### config.mk
export PLATFORM = sky130hd
export DESIGN_NAME = seq_ripple_adder
export DESIGN_NICKNAME = d
export VERILOG_FILES = /design/src/rtl/seq_ripple_adder.sv
export SDC_FILE = /design/constraint.sdc
export NUM_CORES = 1
export LEC_CHECK = 0
export CORE_MARGIN = 1
export CORE_UTILIZATION = 45
export CTS_BUF_LIST = sky130_fd_sc_hd__clkbuf_16
export DETAILED_ROUTE_END_ITERATION = 10
export PLACE_DENSITY_LB_ADDON = 0.05
export SYNTH_ARGS = -nofsm -noshare
export SYNTH_HDL_FRONTEND = slang
export SYNTH_SLANG_ARGS = --single-unit
### constraint.sdc
create_clock -name clk -period 2.5 [get_ports clk]
set_input_delay 0.25 -clock clk [delete_from_list [all_inputs] [get_ports clk]]
set_output_delay 0.25 -clock clk [all_outputs]
set_load 0.05 [all_outputs]
### src/rtl/seq_ripple_adder.sv
// Multi-cycle adder: adds CHUNK bits per cycle, rippling the carry through a register.
// Optional subtract mode (input sub) when SEQ_RIPPLE_ADDER_SUBTRACT_EN is defined.
module seq_ripple_adder #(
  parameter int unsigned WIDTH = 8,
  parameter int unsigned CHUNK = 4
) (
  input  logic             clk,
  input  logic             rst,
  input  logic             start,
`ifdef SEQ_RIPPLE_ADDER_SUBTRACT_EN
  input  logic             sub,
`endif
  input  logic [WIDTH-1:0] a,
  input  logic [WIDTH-1:0] b,
  input  logic             cin,
  output logic [WIDTH-1:0] sum,
  output logic             cout,
  output logic             busy,
  output logic             done
);

  localparam int unsigned N     = WIDTH / CHUNK;
  localparam int unsigned IDX_W = (N > 1) ? $clog2(N) : 1;

  typedef enum logic [1:0] {IDLE, RUN, DONE} state_t;

  state_t             state_q, state_d;
  logic [WIDTH-1:0]   a_q, a_d;
  logic [WIDTH-1:0]   b_q, b_d;
  logic [WIDTH-1:0]   sum_q, sum_d;
  logic               carry_q, carry_d;
  logic               cout_q, cout_d;
  logic [IDX_W-1:0]   idx_q, idx_d;
  logic               sub_q, sub_d;
  logic               sub_in;
  logic [WIDTH-1:0]   b_eff;
  logic [CHUNK:0]     chunk_sum;

`ifdef SEQ_RIPPLE_ADDER_SUBTRACT_EN
  assign sub_in = sub;
`else
  assign sub_in = 1'b0;
`endif

  always_ff @(posedge clk) begin
    if (rst) begin
      state_q <= IDLE;
      a_q     <= '0;
      b_q     <= '0;
      sum_q   <= '0;
      carry_q <= 1'b0;
      cout_q  <= 1'b0;
      idx_q   <= '0;
      sub_q   <= 1'b0;
    end else begin
      state_q <= state_d;
      a_q     <= a_d;
      b_q     <= b_d;
      sum_q   <= sum_d;
      carry_q <= carry_d;
      cout_q  <= cout_d;
      idx_q   <= idx_d;
      sub_q   <= sub_d;
    end
  end

  // Subtraction is a + ~b + 1: invert the latched operand and seed the carry with 1.
  always_comb begin
    b_eff     = sub_q ? ~b_q : b_q;
    chunk_sum = {1'b0, a_q[idx_q*CHUNK +: CHUNK]}
              + {1'b0, b_eff[idx_q*CHUNK +: CHUNK]}
              + {{CHUNK{1'b0}}, carry_q};
  end

  always_comb begin
    state_d = state_q;
    a_d     = a_q;
    b_d     = b_q;
    sum_d   = sum_q;
    carry_d = carry_q;
    cout_d  = cout_q;
    idx_d   = idx_q;
    sub_d   = sub_q;
    case (state_q)
      IDLE: begin
        if (start) begin
          a_d     = a;
          b_d     = b;
          sub_d   = sub_in;
          carry_d = sub_in ? 1'b1 : cin;
          sum_d   = '0;
          idx_d   = '0;
          state_d = RUN;
        end
      end
      RUN: begin
        sum_d[idx_q*CHUNK +: CHUNK] = chunk_sum[CHUNK-1:0];
        carry_d = chunk_sum[CHUNK];
        idx_d   = idx_q + IDX_W'(1);
        if (idx_q == IDX_W'(N - 1)) begin
          cout_d  = chunk_sum[CHUNK];
          state_d = DONE;
        end
      end
      DONE:    state_d = IDLE;
      default: state_d = IDLE;
    endcase
  end

  always_comb begin
    busy = (state_q == RUN);
    done = (state_q == DONE);
    sum  = sum_q;
    cout = cout_q;
  end

endmodule

==> run metrics, run 1 <==
Detail Route Antenna Nets 0; CTS Buf Count 5; CP Max Fanout 11; FF-to-FF setup slack 250 ps; worst hold start b_q[7]$_SDFFE_PP0P_; WP data arrival between 2000 and 2500 ps; routability cong. approximately 0.8; status finished, final reports clean; fmax 444.3 MHz; Routed Wire Length about 2600 um; switching power 303.2 uW; Overall Global Routing Usage between 15 and 20%; Core Util, Final a little under two thirds; Syn Std Cell Area approximately 0.0013 mm^2; setup_tns 0 ps; clock slew at reported path FFs about 50 ps; final-layout fill cell count approximately 250; H-tree levels 2; total gr overflow 0; Via density ~5.1; relative slew slack about two thirds; Startpoint Class register; FFs w/ async S/R, synth 0%; Max Cap Viol 0; EDFF count, synth 0; Worst EP required roughly 2700 ps; final layout net count 200; final hold vios 0; synthesized instance count 143; internal cell power around 940 uW; share of cells above drive strength 1 approximately a tenth; ANT cells 0; hold-critical path depth 2; Placeable Area around 0.0027 mm^2; largest net degree at the start of global routing 18; Netlist cell types 29; Iteration-0 DRC Markers 9; Syn-to-layout area delta 35.93%; IO Port Bufs 30; WS Path Type reg2reg; die area 0.003073 mm^2; Combinational Power Share between 15 and 20%; worst hold-check path type reg2reg; worst hold endpoint b_q[7]$_SDFFE_PP0P_; top cells by area, synth dfxtp_1, nand2_1, a21oi_1; Lkg Pwr 0.0007128 uW; syn_nets ~170; Final setup viols 0; floorplan row count 19; postcts setup bufs 0; Detailed Routing Iterations Pass 1 4; Reg2Reg Capture Point sum[7]$_SDFFE_PP0P_; worst r2r path cells 6; Final Cycle Share between 90% and 100%; Ys Warns 0; post-CTS sizing 0; initial antenna violation count 0; most frequent cells in the layout nand2_1, clkdlybuf4s50_1, dfxtp_1, a21oi_1, nor2_1; sequential power share between 40 and 50%; #FFs+latches synth 29; RSZ-0062 raised after global routing false; Seq/Total Area, Yosys a little under half; commonest non-fill, non-tap cell in the layout nand2_1; Die X approximately 55 um; Fin Clk Skew 4.564 ps; crit path time final between 2000 and 2500 ps; syn_area_per_cell roughly 9 um^2; pwr/cell area 709.2 mW/mm^2; first-pass GRT wire length ~4300 um; Yosys top cell by area dfxtp_1; measured slew at the worst slew-check pin around 520 ps; Critical Path Source idx_q$_SDFFE_PP0P_; fin. max-slew vios 0; Max VDD drop approximately 660 uV; Starting Density 47.00%; DPL Wire Length approximately 1900 um; worst-skew pair later-pin latency roughly 270 ps; cts hold-fix bufs 0; PnR worst setup slack about 250 ps; vias in the first global route approximately 950; Worst R2R Start idx_q$_SDFFE_PP0P_; dpl ws about 260 ps; Synth top area share between 40% and 50%; part of the power in the clock network roughly 43%; IO Pins 31; Wirelength per Cell approximately 12 um; Post-synth top flop dfxtp_1; CTS Buffer Depth 2; Chip Height 55.44 um; crit end category register; root buf cell clkbuf_16; Net Sw Frac around a quarter; number of clock sinks 29; CTS tree built; # DRC 0; via count roughly 1,100
[kinds of logic (layout without fill, tap and decap cells)]
logic type	Yosys count	count (layout)	share of synthesized area, %
adder cells (fa/ha/maj)	5	5	6.037
AND/OR/NAND/NOR	52	52	19.57
flip-flops	29	29	45.18
AO/OA/AOI/OAI	33	33	15.68
XOR/XNOR	2	2	1.363
buffers and inverters	13	46	4.576
multiplexers	9	9	7.595
[layer usage]
metal / up-vias / track usage (%) / part of all wire [%]
li1: 548 / - / -
met1: 477 / 21.76 / 45
met2: 26 / 28.92 / 48
met3: 6 / 7.963 / 5.4
met4: 0 / 9.286 / 1.9
met5: - / 0 / 0
[power groups by stage]
| stage | clock network [uW] | logic (uW) | registers, uW |
|---|---|---|---|
| final | 537 | 194 | 508 |
| after floorplan | 0 | 114 | 526 |
| after detailed placement | 0 | 196 | 517 |
| after global placement | 0 | 192 | 516 |
| after CTS | 551 | 197 | 508 |
| after global routing | 581 | 213 | 511 |
[state kept, by name (all words and copies together) (netlist names)]
name / flops
a_q: 8
b_q: 8
carry_q: 1
cout: 1
idx_q: 1
state_q: 2
sum: 8
[how the worst max path moves through the flow]
stage | endpoint | slack, ps | cells after the start
after floorplan | carry_q$_SDFFE_PP0P_ | 340 | 9
after global placement | carry_q$_SDFFE_PP0P_ | 320 | 8
after detailed placement | sum[7]$_SDFFE_PP0P_ | 260 | 6
after CTS | sum[7]$_SDFFE_PP0P_ | 240 | 6
after global routing | sum[7]$_SDFFE_PP0P_ | 110 | 6
final | sum[7]$_SDFFE_PP0P_ | 250 | 6
[layout make-up]
type	instances	area, um^2	area share, %
sequential	29	580.6	33.24
multi-input combinational	101	645.6	36.96
timing repair buffer	34	330.3	18.91
tap	31	38.79	2.221
clock buffer	5	125.1	7.163
clock inverter	3	11.26	0.6447
inverter	4	15.01	0.8596
[synthesized netlist by cell type, types with 2 or more instances]
| cell type | number |
|---|---|
| a21oi_1 | 20 |
| a22o_1 | 4 |
| a22oi_1 | 3 |
| buf_2 | 5 |
| clkbuf_1 | 3 |
| dfxtp_1 | 29 |
| fa_1 | 2 |
| ha_1 | 3 |
| inv_1 | 4 |
| mux2_2 | 6 |
| mux2i_1 | 3 |
| nand2_1 | 33 |
| nor2_1 | 8 |
| nor2b_1 | 3 |
| o21a_1 | 2 |
| xnor2_1 | 2 |
[metrics by stage]
stage	area [um^2]	hold slack, ps	power, uW	cells
global route	1747	479.1	1305	207
global placement	1610	440.3	707.6	199
finish	1747	450.2	1239	207
floorplan	1285	386.0	639.8	143
CTS	1747	450.7	1256	207
detailed placement	1610	443.9	712.4	199
[worst max-delay path, cell delays in order, from the launching register on]
cell and delay (ps):
dfxtp_1 550, mux2_2 400, fa_1 420, a21o_1 170, a21oi_1 250, xnor2_1 120, a22o_1 230
Note: power is estimated with default switching activity, not from simulation.
==> run 2, diff against run 1 <==
--- a/config.mk
+++ b/config.mk
@@ -9,7 +9,7 @@
 export CORE_UTILIZATION = 45
 export CTS_BUF_LIST = sky130_fd_sc_hd__clkbuf_16
 export DETAILED_ROUTE_END_ITERATION = 10
-export PLACE_DENSITY_LB_ADDON = 0.05
+export PLACE_DENSITY = 0.74
 export SYNTH_ARGS = -nofsm -noshare
 export SYNTH_HDL_FRONTEND = slang
 export SYNTH_SLANG_ARGS = --single-unit
==> run 2 against run 1 <==
Effect of this change:
- utilization up 0.091 points
- sequential power about the same
- total power up 0.71%
- count of clock-buffer cells in the layout unchanged
- first-iteration DRC count up 100%
- flip-flop and latch count unchanged
- design area up 0.14%
- non-clock buffer count unchanged
- critical endpoint unchanged
- largest power group unchanged
==> run metrics, run 2 (synthesized netlist as in run 1, its figures left out) <==
met1 Use GR roughly 21%; Via density between 5 and 6; Iteration-0 DRC Markers 18; routability cong. ~0.81; # DRC 0; Placeable Area between 0.002 and 0.003 mm^2; die area a little over 0.003 mm^2; WS Path Type reg2reg; measured slew at the worst slew-check pin roughly 530 ps; IO Port Bufs 30; Routed Wire Length ~2700 um; crit end category register; Detail Route Antenna Nets 0; WP data arrival approximately 2400 ps; CTS tree built; number of clock sinks 29; final-layout fill cell count 236; status finished, final reports clean; FF-to-FF setup slack roughly 280 ps; Lkg Pwr 0.0007100 uW; setup_tns 0 ps; via count roughly 1,100; Critical Path Source idx_q$_SDFFE_PP0P_; Final Cycle Share 88.97%; Worst R2R Start idx_q$_SDFFE_PP0P_; Die X between 50 and 60 um; Overall Global Routing Usage roughly 20%; worst r2r path cells 6; H-tree levels 2; GRT met3 Usage under 10%; IO Pins 31; Worst EP required 2660 ps; Core Util, Final a little under two thirds; fin. max-slew vios 0; DPL Wire Length 1953 um; ANT cells 0; floorplan row count 19; Fin Clk Skew approximately 2.8 ps; Wirelength per Cell 13.06 um; vias in the first global route 1,087; worst-skew pair later-pin latency approximately 270 ps; GRT met2 Usage approximately a third; Final setup viols 0; root buf cell clkbuf_16; crit path time final around 2200 ps; initial antenna violation count 0; worst hold endpoint b_q[7]$_SDFFE_PP0P_; total gr overflow 0; worst hold start b_q[7]$_SDFFE_PP0P_; grt peak-use layer met2; relative slew slack between 60% and 70%; Syn-to-layout area delta 36.12%; Chip Height 55.44 um; Detailed Routing Iterations Pass 1 4; cts hold-fix bufs 0; CP Max Fanout 9; Max VDD drop about 650 uV; final layout net count 200; Startpoint Class register; commonest non-fill, non-tap cell in the layout nand2_1; postcts setup bufs 0; RSZ-0062 raised after global routing false; Starting Density between 40% and 50%; Reg2Reg Capture Point sum[7]$_SDFFE_PP0P_; CTS Buffer Depth 2; largest net degree at the start of global routing 20; Post-Layout Cell Count slightly above 200; worst hold-check path type reg2reg; hold-critical path depth 2; clock slew at reported path FFs approximately 50 ps; CTS Buf Count 5; pwr/cell area approximately 710 mW/mm^2; final hold vios 0; post-CTS sizing 0; most frequent cells in the layout nand2_1, clkdlybuf4s50_1, dfxtp_1, a21oi_1, nor2_1; first-pass GRT wire length ~4700 um; share of cells above drive strength 1 between 10% and 20%; Max Cap Viol 0; placed cell count 199; fmax 449.6 MHz
## run 2: layout make-up
class	count	area (um^2)	share of cell area (%)
Clock buffer	5	125.1	7.153
Multi-Input combinational cell	101	645.6	36.91
Sequential cell	29	580.6	33.19
Timing Repair Buffer	34	330.3	18.88
Inverter	4	15.01	0.8584
Clock inverter	3	13.76	0.7868
Tap cell	31	38.79	2.217
## run 2: worst max-delay path, cell delays in order (launching register included)
cell and delay (ps):
dfxtp_1 510, mux2_2 390, fa_1 420, a21o_1 170, a21oi_1 260, xnor2_1 120
a22o_1 240
## run 2: per-stage QoR
stage	hold WS (ps)	power, uW	worst slack (ps)	cell area [um^2]
2_1_floorplan	386.0	639.8	340.5	1285
3_3_place_gp	441.1	705.9	384.3	1610
3_5_place_dp	447.5	710.9	282.7	1610
4_1_cts	454.8	1263	270.4	1749
5_1_grt	477.4	1307	108.7	1749
6_report	454.2	1248	275.7	1749
## run 2: how the worst max path moves through the flow
stage,end,slack [ps],cells past startpoint
floorplan,carry_q$_SDFFE_PP0P_,340,9
global placement,sum[7]$_SDFFE_PP0P_,380,6
detailed placement,sum[7]$_SDFFE_PP0P_,280,6
CTS,sum[7]$_SDFFE_PP0P_,270,6
global route,sum[7]$_SDFFE_PP0P_,110,6
finish,sum[7]$_SDFFE_PP0P_,280,6
## run 2: power breakdown
group / total [uW] / switching (uW) / internal, uW / leakage, uW
Clock: 546 / 187 / 359 / 0.0000748
Sequential: 508 / 18.6 / 489 / 0.000237
Combinational: 194 / 103 / 91.1 / 0.000398
Total: 1250 / 309 / 939 / 0.000710
## run 2: per-layer routing
metal	share of wire (%)	vias up	wire length, um
met3	6.0	7	163
met1	42	491	1134
li1	-	551	-
met2	49	35	1325
met4	2.9	0	79
met5	0	-	0
==> RTL edit 1 (config.mk and constraints of run 2) <==
Re-encode `state_t` (3 states) as one-hot, 3 bits wide.
--- a/src/rtl/seq_ripple_adder.sv
+++ b/src/rtl/seq_ripple_adder.sv
@@ -23,5 +23,5 @@
   localparam int unsigned IDX_W = (N > 1) ? $clog2(N) : 1;
 
-  typedef enum logic [1:0] {IDLE, RUN, DONE} state_t;
+  typedef enum logic [2:0] {IDLE = 3'b001, RUN = 3'b010, DONE = 3'b100} state_t;
 
   state_t             state_q, state_d;
Function: no difference found for any inputs over 10 cycles, from zero or initial values and one cycle with rst high; not proved beyond that.
==> RTL edit 1 against run 2 <==
  * The flow now finishes with violations (DRC)
  * Final area grew 6.0%
  * Routed wire length is 8.4% higher
  * Via count rose by 5.0%
  * Worst hold slack worse by 0.0048 ns
  * Synthesized area is 7.9% higher
  * Setup slack got worse by 0.12 ns
  * Sequential cell count increased by 1
  * Power fell by 1.2%
  * Critical endpoint is now cout
  * Largest cell class unchanged
==> RTL edit 1: results (changes against run 2) <==
* Outcome: finished, violations left (was complete, no violations)
* Failing checks: DRC
* R2r worst-path depth at 8 (was 6)
* Share of the yosys chip area belonging to registers at 0.433 (was 0.452)
* Adder-cell share of the synthesized area at 0.0560 (was 0.0604)
* Most frequent cells after synthesis: nand2_1 (34), dfxtp_1 (30), a21oi_1 (18) (was nand2_1 (33), dfxtp_1 (29), a21oi_1 (20), nor2_1 (8), mux2_2 (6))
* Pre-CTS setup slack at 0.169 ns (was 0.283 ns)
* Largest net degree at the start of global routing at 19 (was 20)
* DP Area at 1710 µm² (was 1610 µm²)
* Fraction of layout cells with a size suffix above 1 at 0.148 (was 0.114)
* Synth unique cells at 33 (was 29)
* First-pass GRT wire length at 4960 µm (was 4710 µm)
* Vias per std cell at 5.32 (was 5.24)
* P_leak at 0.764 nW (was 0.710 nW)
* Initial antenna violation count at 0 (unchanged)
* Post-Route WL at 2930 µm (was 2700 µm)
* Post-Synth XOR/XNOR Area at 0.0190 (was 0.0136)
* Top FF cell, synth: dfxtp_1 (unchanged)
* Async set or reset register ratio after synthesis at 0 (unchanged)
* Placed insts at 206 (was 199)
* Mux cell area share after synthesis at 0.0632 (was 0.0759)
* Number of global-route vias before repair at 1166 (was 1087)
* Mapped Nets at 174 (was 168)
* Final HPWL DP at 2170 µm (was 1950 µm)
* Diode count at 0 (unchanged)
* Crit-path max FO at 7 (was 9)
* DRC at 1 (was 0)
* Port Buffers at 30 (unchanged)
* Largest cells by area after synthesis: dfxtp_1 (43%), nand2_1 (9.2%), a21oi_1 (6.5%) (was dfxtp_1 (45%), nand2_1 (9.6%), a21oi_1 (7.8%))
* Tot GR Track Use at 0.205 (was 0.204)
* GPL Wtd Cong at 0.813 (was 0.811)
* Synth Area per Inst at 9.30 µm² (was 8.99 µm²)
* DR iter-0 viols at 28 (was 18)
* Worst Tran Pin Value at 0.498 ns (was 0.528 ns)
* Data arrival time of the worst path at 2.50 ns (was 2.39 ns)
* Worst-path clk slew at 0.05 ns (about the same)
* Largest delay contributor family on the critical path: adder cells (was compound AO/OA/AOI/OAI gates)
* Synth Area in Compound Gates at 0.151 (was 0.157)
* Htree depth at 2 (unchanged)
* Drt wl/cell at 13.7 µm (was 13.1 µm)
* Setup Skew at 0.00458 ns (was 0.00284 ns)
* Drt pass-1 iters at 9 (was 4)
* Max Root-Sink Buffers at 2 (unchanged)
* Worst vdd ir at 437 µV (was 649 µV)
* Root Buffer: clkbuf_16 (unchanged)
## RTL edit 1: path summary, 6_finish.rpt
kind / slack [ns] / start / end
max: 0.15 / idx_q / cout
min: 0.45 / a_q[6] / a_q[6]
max reg2reg: 0.15 / idx_q / cout
min reg2reg: 0.45 / a_q[6] / a_q[6]
## RTL edit 1: report_power, final
part / switching [mW] / leakage, nW / total (mW) / internal [mW]
Sequential: 0.0144 / 0.245 / 0.516 / 0.501
Clock: 0.205 / 0.0724 / 0.564 / 0.358
Combinational: 0.0784 / 0.447 / 0.154 / 0.0753
## RTL edit 1: cell type report
cell class / instances / area [µm²]
clock buffer: 5 / 125
inverter: 7 / 31.3
multi-input combinational: 103 / 708
sequential: 30 / 601
fill: 234 / 975
clock inverter: 3 / 12.5
tap: 31 / 38.8
timing repair buffer: 35 / 338
## RTL edit 1: layer usage
layer  vias up  GRT usage  part of all wire
li1        577          -                 -
met1       518      0.228              0.42
met2        36      0.354              0.50
met3         7     0.0544             0.057
met4         0      0.115             0.027
met5         -          0                 0
==> RTL edit 2 (config.mk and constraints of run 2) <==
Made on the original files. `CHUNK`: 4 -> 8.
--- a/src/rtl/seq_ripple_adder.sv
+++ b/src/rtl/seq_ripple_adder.sv
@@ -3,5 +3,5 @@
 module seq_ripple_adder #(
   parameter int unsigned WIDTH = 8,
-  parameter int unsigned CHUNK = 4
+  parameter int unsigned CHUNK = 8
 ) (
   input  logic             clk,
Behaviour: not the same (Yosys sat finds a counterexample within 4 cycles, from zero or initial values and one cycle with rst high).
==> RTL edit 2 against run 2 <==
  * Sequential share of layout area down 2.8 points
  * Final area up 9.2%
  * Global-route usage down 0.67 points
  * Via count up 18%
  * Die area up 10%
  * Setup slack worse by 0.12 ns
  * Critical path depth up 2
  * Power up 1.0%
  * Utilization down 0.92 points
  * Worst hold slack worse by 0.0059 ns
  * Synthesized area up 11%
  * Sequential cell count unchanged
  * Routed wire length up 12%
==> RTL edit 2: results (changes against run 2) <==
* Diode count at 0 (unchanged)
* Drt pass-1 iters at 4 (unchanged)
* M1 WL at 1340 µm (was 1130 µm)
* Metal3 WL at 186 µm (was 163 µm)
* DR iter-0 viols at 37 (was 18)
* Hold Crit Class: reg2reg (unchanged)
* Worst-skew pair later-pin latency at 0.27 ns (about the same)
* Top FF cell, synth: dfxtp_1 (unchanged)
* GPL Wtd Cong at 0.905 (was 0.811)
* Largest cells by area after synthesis: dfxtp_1 (41%), nand2_1 (11%), a21oi_1 (7.4%) (was dfxtp_1 (45%), nand2_1 (9.6%), a21oi_1 (7.8%))
* Setup Skew at 0.00179 ns (was 0.00284 ns)
* Initial antenna violation count at 0 (unchanged)
* Pre-CTS setup slack at 0.0699 ns (was 0.283 ns)
* Metal2 WL at 1430 µm (was 1330 µm)
* Number of global-route vias before repair at 1145 (was 1087)
* Share of the yosys chip area belonging to registers at 0.408 (was 0.452)
* Htree depth at 2 (unchanged)
* Outcome: complete, no violations (unchanged)
* Worst relative slew slack at 0.604 (was 0.648)
* P_leak at 0.792 nW (was 0.710 nW)
* Yosys warns at 0 (unchanged)
* Worst-path clk slew at 0.05 ns (about the same)
* Largest delay contributor family on the critical path: adder cells (was compound AO/OA/AOI/OAI gates)
* Final-stage net count at 239 (was 200)
* Most frequent cells after synthesis: nand2_1 (41), dfxtp_1 (29), a21oi_1 (21), nor2b_1 (15) (was nand2_1 (33), dfxtp_1 (29), a21oi_1 (20), nor2_1 (8), mux2_2 (6))
* Post-CTS setup buffer count at 0 (unchanged)
* CTS buffer count at 5 (unchanged)
* Worst vdd ir at 445 µV (was 649 µV)
* First-pass GRT wire length at 4850 µm (was 4710 µm)
* Mapped Nets at 206 (was 168)
* Final HPWL DP at 2270 µm (was 1950 µm)
* Max Root-Sink Buffers at 2 (unchanged)
* Routed via count at 1279 (was 1084)
* Root Buffer: clkbuf_16 (unchanged)
* CP max-delay cell: fa_1 (was dfxtp_1)
* Fraction of layout cells with a size suffix above 1 at 0.0474 (was 0.114)
* Port Buffers at 30 (unchanged)
* Largest net degree at the start of global routing at 18 (was 20)
* Async set or reset register ratio after synthesis at 0 (unchanged)
* Tot GR Track Use at 0.198 (was 0.204)
* Max layer used: met4 (unchanged)
* Max incr delay on CP at 0.47 ns (was 0.51 ns)
* Crit-path max FO at 6 (was 9)
* Data arrival time of the worst path at 2.53 ns (was 2.39 ns)
* Synth unique cells at 28 (was 29)
* Drt wl/cell at 11.9 µm (was 13.1 µm)
-- RTL edit 2: area by class of cell --
class / instances / area, µm²
fillers: 273 / 1120
multi-input cells: 136 / 796
flip-flops and latches: 29 / 581
repair buffers: 33 / 323
clock buffers: 5 / 125
well taps: 44 / 55.1
inverters: 5 / 18.8
clock inverters: 3 / 11.3
-- RTL edit 2: path summary, 6_finish.rpt --
check	from	endpoint	slack, ns	depth (start not counted)
worst max-delay path	idx_q	cout	0.16	8
worst min-delay path	a_q[5]	a_q[5]	0.45	2
worst max register to register	idx_q	cout	0.16	8
worst min register to register	a_q[5]	a_q[5]	0.45	2
-- RTL edit 2: logic make-up (layout without fill, tap and decap cells) --
kind of cell             after synthesis  after routing  synth area share
AO/OA/AOI/OAI                         44             44             0.181
XOR/XNOR                               4              4            0.0246
adder cells (fa/ha/maj)                9              9            0.0896
buffers and inverters                 12             46            0.0334
flip-flops                            29             29             0.408
AND/OR/NAND/NOR                       79             79             0.264
-- RTL edit 2: routing by layer --
metal  vias to the layer above  GRT usage
li1                        657          -
met1                       561      0.221
met2                        51      0.327
met3                        10     0.0558
met4                         0      0.133
met5                         -          0
-- RTL edit 2: power breakdown --
part / switching (mW) / total (mW) / internal, mW
clock: 0.187 / 0.542 / 0.355
sequential: 0.0142 / 0.504 / 0.490
combinational: 0.119 / 0.214 / 0.0951
-- RTL edit 2: through the flow --
stage               cells  total power [mW]  instance area, µm²  hold WS (ns)
finish                255              1.26                1910         0.448
global route          255              1.32                1910         0.473
CTS                   255              1.27                1910         0.451
detailed placement    247             0.725                1770         0.444
global placement      247             0.720                1770         0.435
floorplan             177             0.650                1420         0.319
-- RTL edit 2: repair_timing --
item,4_1_cts,5_1_grt
gates resized for setup,0,1
endpoints found under the setup margin,0,3
endpoints found under the hold margin,0,0
